<file path="config.mk">
export PLATFORM = sky130hd
export DESIGN_NAME = multicycle_control_unit
export DESIGN_NICKNAME = d
export VERILOG_FILES = /design/src/rtl/multicycle_control_unit.sv
export SDC_FILE = /design/constraint.sdc
export NUM_CORES = 1
export LEC_CHECK = 0
export CAP_MARGIN = 5
export CORE_MARGIN = 5
export CORE_UTILIZATION = 40
export CTS_BUF_LIST = sky130_fd_sc_hd__clkbuf_16
export CTS_CLUSTER_SIZE = 16
export DETAILED_ROUTE_END_ITERATION = 12
export PLACE_DENSITY = 0.74
export REMOVE_ABC_BUFFERS = 1
export SLEW_MARGIN = 10
export SYNTH_ARGS = -nofsm -noshare
export SYNTH_HDL_FRONTEND = slang
export SYNTH_SLANG_ARGS = --single-unit
</file>
<file path="constraint.sdc">
create_clock -name clk -period 1.6 [get_ports clk]
set_input_delay 0.4 -clock clk [delete_from_list [all_inputs] [get_ports clk]]
set_output_delay 0.4 -clock clk [all_outputs]
set_load 0.01 [all_outputs]
</file>
<file path="src/rtl/multicycle_control_unit.sv">
// multicycle_control_unit: multi-cycle RISC-V control FSM with memory watchdog.
// Define CTRL_PERF_CNT_EN to add cycle_cnt/instr_cnt performance counters.
module multicycle_control_unit #(
  parameter int MEM_WDT = 255
) (
  input  logic       clk,
  input  logic       reset,
  input  logic [6:0] opcode,
  input  logic       bcond,
  input  logic       halt_cond,
  input  logic       mem_ready,
  output logic       mem_read,
  output logic       mem_write,
  output logic       i_or_d,
  output logic       ir_write,
  output logic       pc_write,
  output logic       pc_write_cond,
  output logic       reg_write,
  output logic       mem_to_reg,
  output logic       pc_source,
  output logic [1:0] alu_op,
  output logic       alu_src_a,
  output logic [1:0] alu_src_b,
  output logic [2:0] state,
  output logic       is_halted,
  output logic       illegal_op,
`ifdef CTRL_PERF_CNT_EN
  output logic [31:0] cycle_cnt,
  output logic [31:0] instr_cnt,
`endif
  output logic       mem_fault
);
  localparam logic [6:0] OP_ARITH     = 7'b0110011;
  localparam logic [6:0] OP_ARITH_IMM = 7'b0010011;
  localparam logic [6:0] OP_LOAD      = 7'b0000011;
  localparam logic [6:0] OP_STORE     = 7'b0100011;
  localparam logic [6:0] OP_BRANCH    = 7'b1100011;
  localparam logic [6:0] OP_JAL       = 7'b1101111;
  localparam logic [6:0] OP_JALR      = 7'b1100111;
  localparam logic [6:0] OP_ECALL     = 7'b1110011;
  typedef enum logic [2:0] {
    S_IF = 3'd0, S_ID = 3'd1, S_EX = 3'd2, S_MEM = 3'd3,
    S_WB = 3'd4, S_HALT = 3'd5, S_FAULT = 3'd6
  } state_t;
  state_t cur, nxt;
  logic [7:0] wait_cnt;
  logic known, is_load, wdt_exp;
  // The branch decision is applied in the datapath as pc_write_cond & bcond.
  logic unused_bcond;
  assign unused_bcond = bcond;
  assign known = opcode inside {OP_ARITH, OP_ARITH_IMM, OP_LOAD, OP_STORE,
                                OP_BRANCH, OP_JAL, OP_JALR, OP_ECALL};
  assign is_load = opcode == OP_LOAD;
  assign wdt_exp = wait_cnt == 8'(MEM_WDT - 1);
  assign state = cur;
  assign is_halted = cur == S_HALT;
  assign mem_fault = cur == S_FAULT;
  always_ff @(posedge clk or negedge reset)
    if (!reset) begin
      cur <= S_IF;
      wait_cnt <= '0;
    end else begin
      cur <= nxt;
      wait_cnt <= (nxt != cur || mem_ready) ? '0
                : (cur == S_IF || cur == S_MEM) ? wait_cnt + 8'd1 : '0;
    end
  always_comb begin
    nxt = cur;
    {mem_read, mem_write, i_or_d, ir_write, pc_write, pc_write_cond} = '0;
    {reg_write, mem_to_reg, pc_source, alu_src_a, illegal_op} = '0;
    alu_op = 2'd0;
    alu_src_b = 2'd0;
    case (cur)
      S_IF: begin
        mem_read = 1'b1;
        ir_write = mem_ready;
        pc_write = mem_ready;
        alu_src_b = mem_ready ? 2'd1 : 2'd0;
        nxt = mem_ready ? S_ID : wdt_exp ? S_FAULT : S_IF;
      end
      S_ID: begin
        alu_src_b = 2'd2;
        illegal_op = !known;
        nxt = opcode == OP_ECALL ? (halt_cond ? S_HALT : S_IF) : known ? S_EX : S_IF;
      end
      S_EX: begin
        nxt = S_IF;
        case (opcode)
          OP_ARITH: begin
            alu_op = 2'd2;
            alu_src_a = 1'b1;
            nxt = S_WB;
          end
          OP_ARITH_IMM: begin
            alu_op = 2'd2;
            alu_src_a = 1'b1;
            alu_src_b = 2'd2;
            nxt = S_WB;
          end
          OP_LOAD, OP_STORE: begin
            alu_src_a = 1'b1;
            alu_src_b = 2'd2;
            nxt = S_MEM;
          end
          OP_BRANCH: begin
            alu_op = 2'd1;
            alu_src_a = 1'b1;
            pc_write_cond = 1'b1;
            pc_source = 1'b1;
          end
          OP_JAL, OP_JALR: begin
            pc_write = 1'b1;
            pc_source = 1'b1;
            nxt = S_WB;
          end
          default: nxt = S_IF;
        endcase
      end
      S_MEM: begin
        i_or_d = 1'b1;
        mem_read = is_load;
        mem_write = !is_load;
        nxt = mem_ready ? (is_load ? S_WB : S_IF) : wdt_exp ? S_FAULT : S_MEM;
      end
      S_WB: begin
        reg_write = 1'b1;
        mem_to_reg = is_load;
        nxt = S_IF;
      end
      default: nxt = cur;
    endcase
    // While reset is held the unit sits in a quiet fetch with no write pulses.
    if (!reset) begin
      {mem_write, i_or_d, ir_write, pc_write, pc_write_cond} = '0;
      {reg_write, mem_to_reg, pc_source, alu_src_a, illegal_op} = '0;
      alu_op = 2'd0;
      alu_src_b = 2'd0;
      mem_read = 1'b1;
    end
  end
`ifdef CTRL_PERF_CNT_EN
  always_ff @(posedge clk or negedge reset)
    if (!reset) begin
      cycle_cnt <= '0;
      instr_cnt <= '0;
    end else begin
      if (cur != S_HALT && cur != S_FAULT) cycle_cnt <= cycle_cnt + 32'd1;
      if (nxt == S_IF && cur inside {S_ID, S_EX, S_MEM, S_WB}) instr_cnt <= instr_cnt + 32'd1;
    end
`endif
endmodule

</file>
==> results of run 1 <==
==> kinds of logic after synthesis <==
family / count (synthesis) / share of synthesized area, %
AND/OR/NAND/NOR: 70 / 42.93
AO/OA/AOI/OAI: 14 / 10.56
flip-flops: 11 / 30.18
multiplexers: 1 / 1.097
XOR/XNOR: 6 / 5.761
adder cells (fa/ha/maj): 2 / 2.743
buffers and inverters: 9 / 6.721
==> worst max path at each step <==
stage	startpoint	end	slack, ps	cells past startpoint
floorplan	state[2]$_DFF_PN0_	pc_source	-300	3
global placement	opcode[2]	mem_read	-1070	6
detailed placement	opcode[2]	mem_read	-1090	6
CTS	opcode[2]	mem_read	-300	7
global route	opcode[2]	alu_op[1]	-360	6
finish	opcode[2]	alu_op[1]	-310	6
==> flip-flops by register name (all words and copies together) (netlist names) <==
register  flops
state         3
wait_cnt      8
==> area by class of cell <==
type	instances	area, µm²	area share [%]
Clock buffer	3	75.07	4.073
Tap cell	28	35.03	1.901
Timing Repair Buffer	80	648.1	35.17
Inverter	2	7.507	0.4073
Clock inverter	1	3.754	0.2037
Sequential cell	11	276.5	15.00
Multi-Input combinational cell	93	797.0	43.25
==> power groups by stage <==
stage	clock (W)	sequential, W	combinational [W]
CTS	0.000459	0.000298	0.000274
finish	0.000450	0.000299	0.000324
global placement	0	0.000300	0.000218
global route	0.000470	0.000300	0.000343
floorplan	0	0.000308	0.0000671
detailed placement	0	0.000301	0.000225
==> layer usage <==
layer | wire (µm) | vias to the layer above | track usage (%)
li1 | - | 564 | -
met1 | 1480 | 607 | 22.52
met2 | 2157 | 52 | 43.87
met3 | 248 | 18 | 3.563
met4 | 149 | 0 | 12.25
met5 | 0 | - | 0
==> through the flow <==
stage	std cells	setup WS (ps)	hold slack [ps]	power, W	util [%]
after detailed placement	194	-1086	532.0	0.0005259	64.76
after global placement	194	-1068	523.4	0.0005184	64.76
after CTS	213	-302.0	61.38	0.001031	76.24
final	218	-312.9	82.40	0.001073	84.12
after global routing	218	-355.1	77.79	0.001113	84.12
after floorplan	106	-297.6	104.4	0.0003753	-
==> cell usage in the layout (no fill, tap or decap), types with 3 or more instances in the layout <==
cell / n
buf_6: 20
nor2_1: 12
dfrtp_1: 10
nand2b_4: 3
and3_4: 3
buf_4: 39
nand4_1: 4
clkbuf_16: 3
nand2_1: 6
nor3_4: 3
buf_2: 16
nand3_1: 6
nor3_2: 3
nand2_2: 3
nor2_4: 3
xor2_1: 5
==> what timing repair did <==
action,in CTS,in global routing
buffers inserted,16,7
pin swaps,20,17
resized for setup,144,32
endpoints found under the hold margin,0,0
endpoints found under the setup margin,30,28
==> metrics, run 1 <==
status finished with violations; failing checks setup timing; MaxCap Viol Count 0; WS Path Type in -> out; CP peak stage delay 340 ps; Setup WS post-layout -312.9 ps; final-report hold violation count 0; Post-synth ARST share 100.0%; Seq pwr share approximately 28%; layout cells sized above 1 60.53%; Buf/Inv on CP 3; minimum clock period approximately 1900 ps; clock slew at reported path FFs 40 ps; Final period util 119.6%; Slew @ Worst Pin 321.4 ps; CP max stage cell and4bb_1; cell area after synthesis 912.1 µm²; Starting DRT DRC Count 29; critical path peak fanout 4; H-tree level count 1; ANT cells 0; Worst Setup Start Kind input port; Area contributors post-synth dfrtp_1, nor2_1, xor2_1, nand2_1, nand3_1; Synth Flop Type dfrtp_1; Slew Limit Headroom between 70% and 80%; Worst Reg-to-Reg Cells 6; hpwl dp 2250 µm; sw frac 27.27%; leakage power 0.8630 nW; post-synth top area share a little under a third; reg2reg end state[0]$_DFF_PN0_; Netlist cell types 42; post-synthesis sequential area ratio 30.18%; Synth top cells by count nor2_1, dfrtp_1, nand2_1; combinational share of power a little under a third; Clock Latency Late Sink around 240 ps; yosys warns 0; R2R setup slack 40 ps; RSZ-0062 raised after global routing yes; Core ar. 2191 µm²; fillcell total 119; cell area after layout 1843 µm²; root buffer cell clkbuf_16; Worst EP required around 1200 ps; first-pass GRT wire length 5934 µm; crit path capture type output pin; drt total wl 4035 µm; worst vdd ir roughly 0.8 mV; final setup fails 15; final slew viol count 0; crit path cell chain buf_6, and4bb_1, nand4_1, buf_6, nor3b_2, buf_2; gpl congestion 0.8427; number of global-route vias before repair 1297; FF+latch count, synth 11; top-count cell post-synth nor2_1; Max Root-Sink Buffers 2; io pins 32; average wire per standard cell 18.51 µm; Syn Area/Cell 8.072 µm²; nets@finish around 200; crit path DAT approximately 1500 ps; NetSw 0.0002926 W; initial antenna violation count 0; die height 57.75 µm; Fin Clk Skew approximately 3.8 ps; DIE AREA 3335 µm²; antenna viol nets, final 0; floorplan row count 17; vias per cell 5.693; TritonCTS clock tree yes; Num CTS Buffers 3; Die Width 57.75 µm; Buffers on Ports 30; Max Clk Rate 522.8 MHz; post-place instance area 1419 µm²; largest area contributor in the netlist dfrtp_1; CTS hold repair buffers 0; Pwr per Cell Area a little under 600 nW/µm²; kind of cell adding the most delay to the critical path simple AND/OR/NAND/NOR gates; TNS Setup -2784 ps; Residual DRC 0; largest net degree at the start of global routing 11; reg2reg start state[0]$_DFF_PN0_; Overall Global Routing Usage a little under a quarter; clock power share 41.9%; Post-Synthesis Cells 113; number of synthesized flops with an enable pin 0; Power Internal 0.0007805 W; Hold WC Path Type in -> async; cell mode on critical path buf_6; 1st-pass router iterations 4; Congestion Overflow GR 0; Sink Count 11; via count 1241; Starting Density 41.63%; Area Overhead vs Synth 102.1%
Note: power is estimated with default switching activity, not from simulation.
==> run 2, diff against run 1 <==
CORE_UTILIZATION = 44   (was 40)
PLACE_DENSITY = 0.77   (was 0.74)
SLEW_MARGIN = not set   (was 10)
clock period = 2.1 ns   (was 1.6 ns; I/O delays follow)
==> metrics, run 2 (synthesis results as in run 1) <==
Worst EP required 1570 ps; Multi-input gate area 686.9 µm²; Pwr per Cell Area roughly 480 nW/µm²; Sink Count 11; Final period util 103.8%; register bank with the most flops wait_cnt; final-report hold violation count 0; status finished with violations; gpl congestion 0.8235; Num CTS Buffers 3; H-tree level count 1; register area 276.5 µm²; post-place instance area 1380 µm²; commonest non-fill, non-tap cell in the layout buf_4; TritonCTS clock tree yes; io pins 32; root buffer cell clkbuf_16; failing checks setup timing; initial antenna violation count 0; Hold WC Path Type in -> async; hpwl dp 2242 µm; RSZ-0062 raised after global routing yes; 1st-pass router iterations 5; Starting DRT DRC Count 33; final slew viol count 0; Clock Latency Late Sink around 240 ps; Max Root-Sink Buffers 2; Core ar. 1962 µm²; die height between 50 and 60 µm; WS Path Type in -> out; crit path DAT roughly 1700 ps; clock power share 45.5%; clock slew at reported path FFs 40 ps; number of global-route vias before repair 1184; Congestion Overflow GR 0; NetSw 0.0002007 W; MaxCap Viol Count 0; floorplan row count 16; DP Worst Slack -821.9 ps; fillcell total 133; total chip power 0.0007563 W; first-pass GRT wire length 5865 µm; vias per cell slightly below 6; Area Overhead vs Synth 72.15%; Fin Clk Skew 1.679 ps; drt total wl ~3500 µm; cell area after layout between 1500 and 2000 µm²; Worst Setup Start Kind input port; layout cells sized above 1 around two fifths; via count 1149; Max Clk Rate 458.9 MHz; minimum clock period 2179 ps; combinational share of power 23.9%; Overall Global Routing Usage 23.89%; DIE AREA 3084 µm²; ANT cells 0; Power Internal between 0.0005 and 0.0006 W; leakage power 0.7465 nW; Die Width 55.53 µm; final setup fails 1; CTS hold repair buffers 0; nets@finish 187; Slew Limit Headroom 78.26%; sw frac 26.54%; largest net degree at the start of global routing 14; average wire per standard cell roughly 18 µm; Starting Density 46.49%; critical path peak fanout 4; Buffers on Ports 30; crit path capture type output pin; antenna viol nets, final 0; commonest cells after routing, fill and taps aside buf_4, nor2_1, buf_2; Seq pwr share between 30% and 40%; Slew @ Worst Pin approximately 320 ps; WHS around 370 ps; Residual DRC 0; worst vdd ir 0.6489 mV; end-of-flow core utilization between 80% and 90%; Largest register FFs 8; Setup WS post-layout -79.21 ps
run 2: worst paths after layout:
kind	endpoint	depth (start not counted)	from	slack [ps]
worst max-delay path	alu_src_b[1]	7	opcode[3]	-80
worst min-delay path	state[0]$_DFF_PN0_	2	reset	370
worst max register to register	wait_cnt[1]$_DFF_PN0_	6	state[0]$_DFF_PN0_	260
worst min register to register	wait_cnt[7]$_DFF_PN0_	2	wait_cnt[7]$_DFF_PN0_	570
max in group asynchronous	state[1]$_DFF_PN0_	2	reset	1580
min in group clk	wait_cnt[7]$_DFF_PN0_	2	wait_cnt[7]$_DFF_PN0_	570
run 2: layer usage:
metal / vias to the layer above / part of all wire [%] / global-route usage [%]
met3: 14 / 6.7 / 6.294
met2: 61 / 54 / 42.23
met4: 0 / 2.9 / 17.01
met5: - / 0 / 0
met1: 541 / 36 / 23.90
li1: 533 / - / -
run 2: metrics by stage:
step / instances / setup TNS [ps]
floorplan: 106 / 0
global placement: 188 / -9365
detailed placement: 188 / -9961
CTS: 199 / -146.7
global route: 199 / -151.6
finish: 199 / -79.21
run 2: area by class of cell:
class | instances | share of cell area (%)
clock buffers | 3 | 4.781
clock inverters | 1 | 0.2390
inverters | 2 | 0.4781
multi-input cells | 93 | 43.74
flip-flops and latches | 11 | 17.61
well taps | 27 | 2.151
repair buffers | 62 | 31.00
run 2: power groups by stage:
stage / Combinational (W) / Sequential, W / Clock [W]
3_3_place_gp: 0.000158 / 0.000230 / 0
6_report: 0.000181 / 0.000231 / 0.000344
5_1_grt: 0.000196 / 0.000232 / 0.000362
2_1_floorplan: 0.0000511 / 0.000235 / 0
4_1_cts: 0.000172 / 0.000230 / 0.000348
3_5_place_dp: 0.000162 / 0.000231 / 0
run 2: worst max-delay path, cell delays in order:
cell,delay [ps]
buf_6,90
and4bb_1,280
nand4_1,170
buf_4,190
a211o_1,220
nand2_1,50
buf_2,120
run 2: timing repair:
action	in CTS	in global routing
setup endpoints to repair	17	10
hold endpoints to repair	0	0
buffers inserted	8	2
cloned	0	0
pin swaps	7	4
resized for setup	94	19
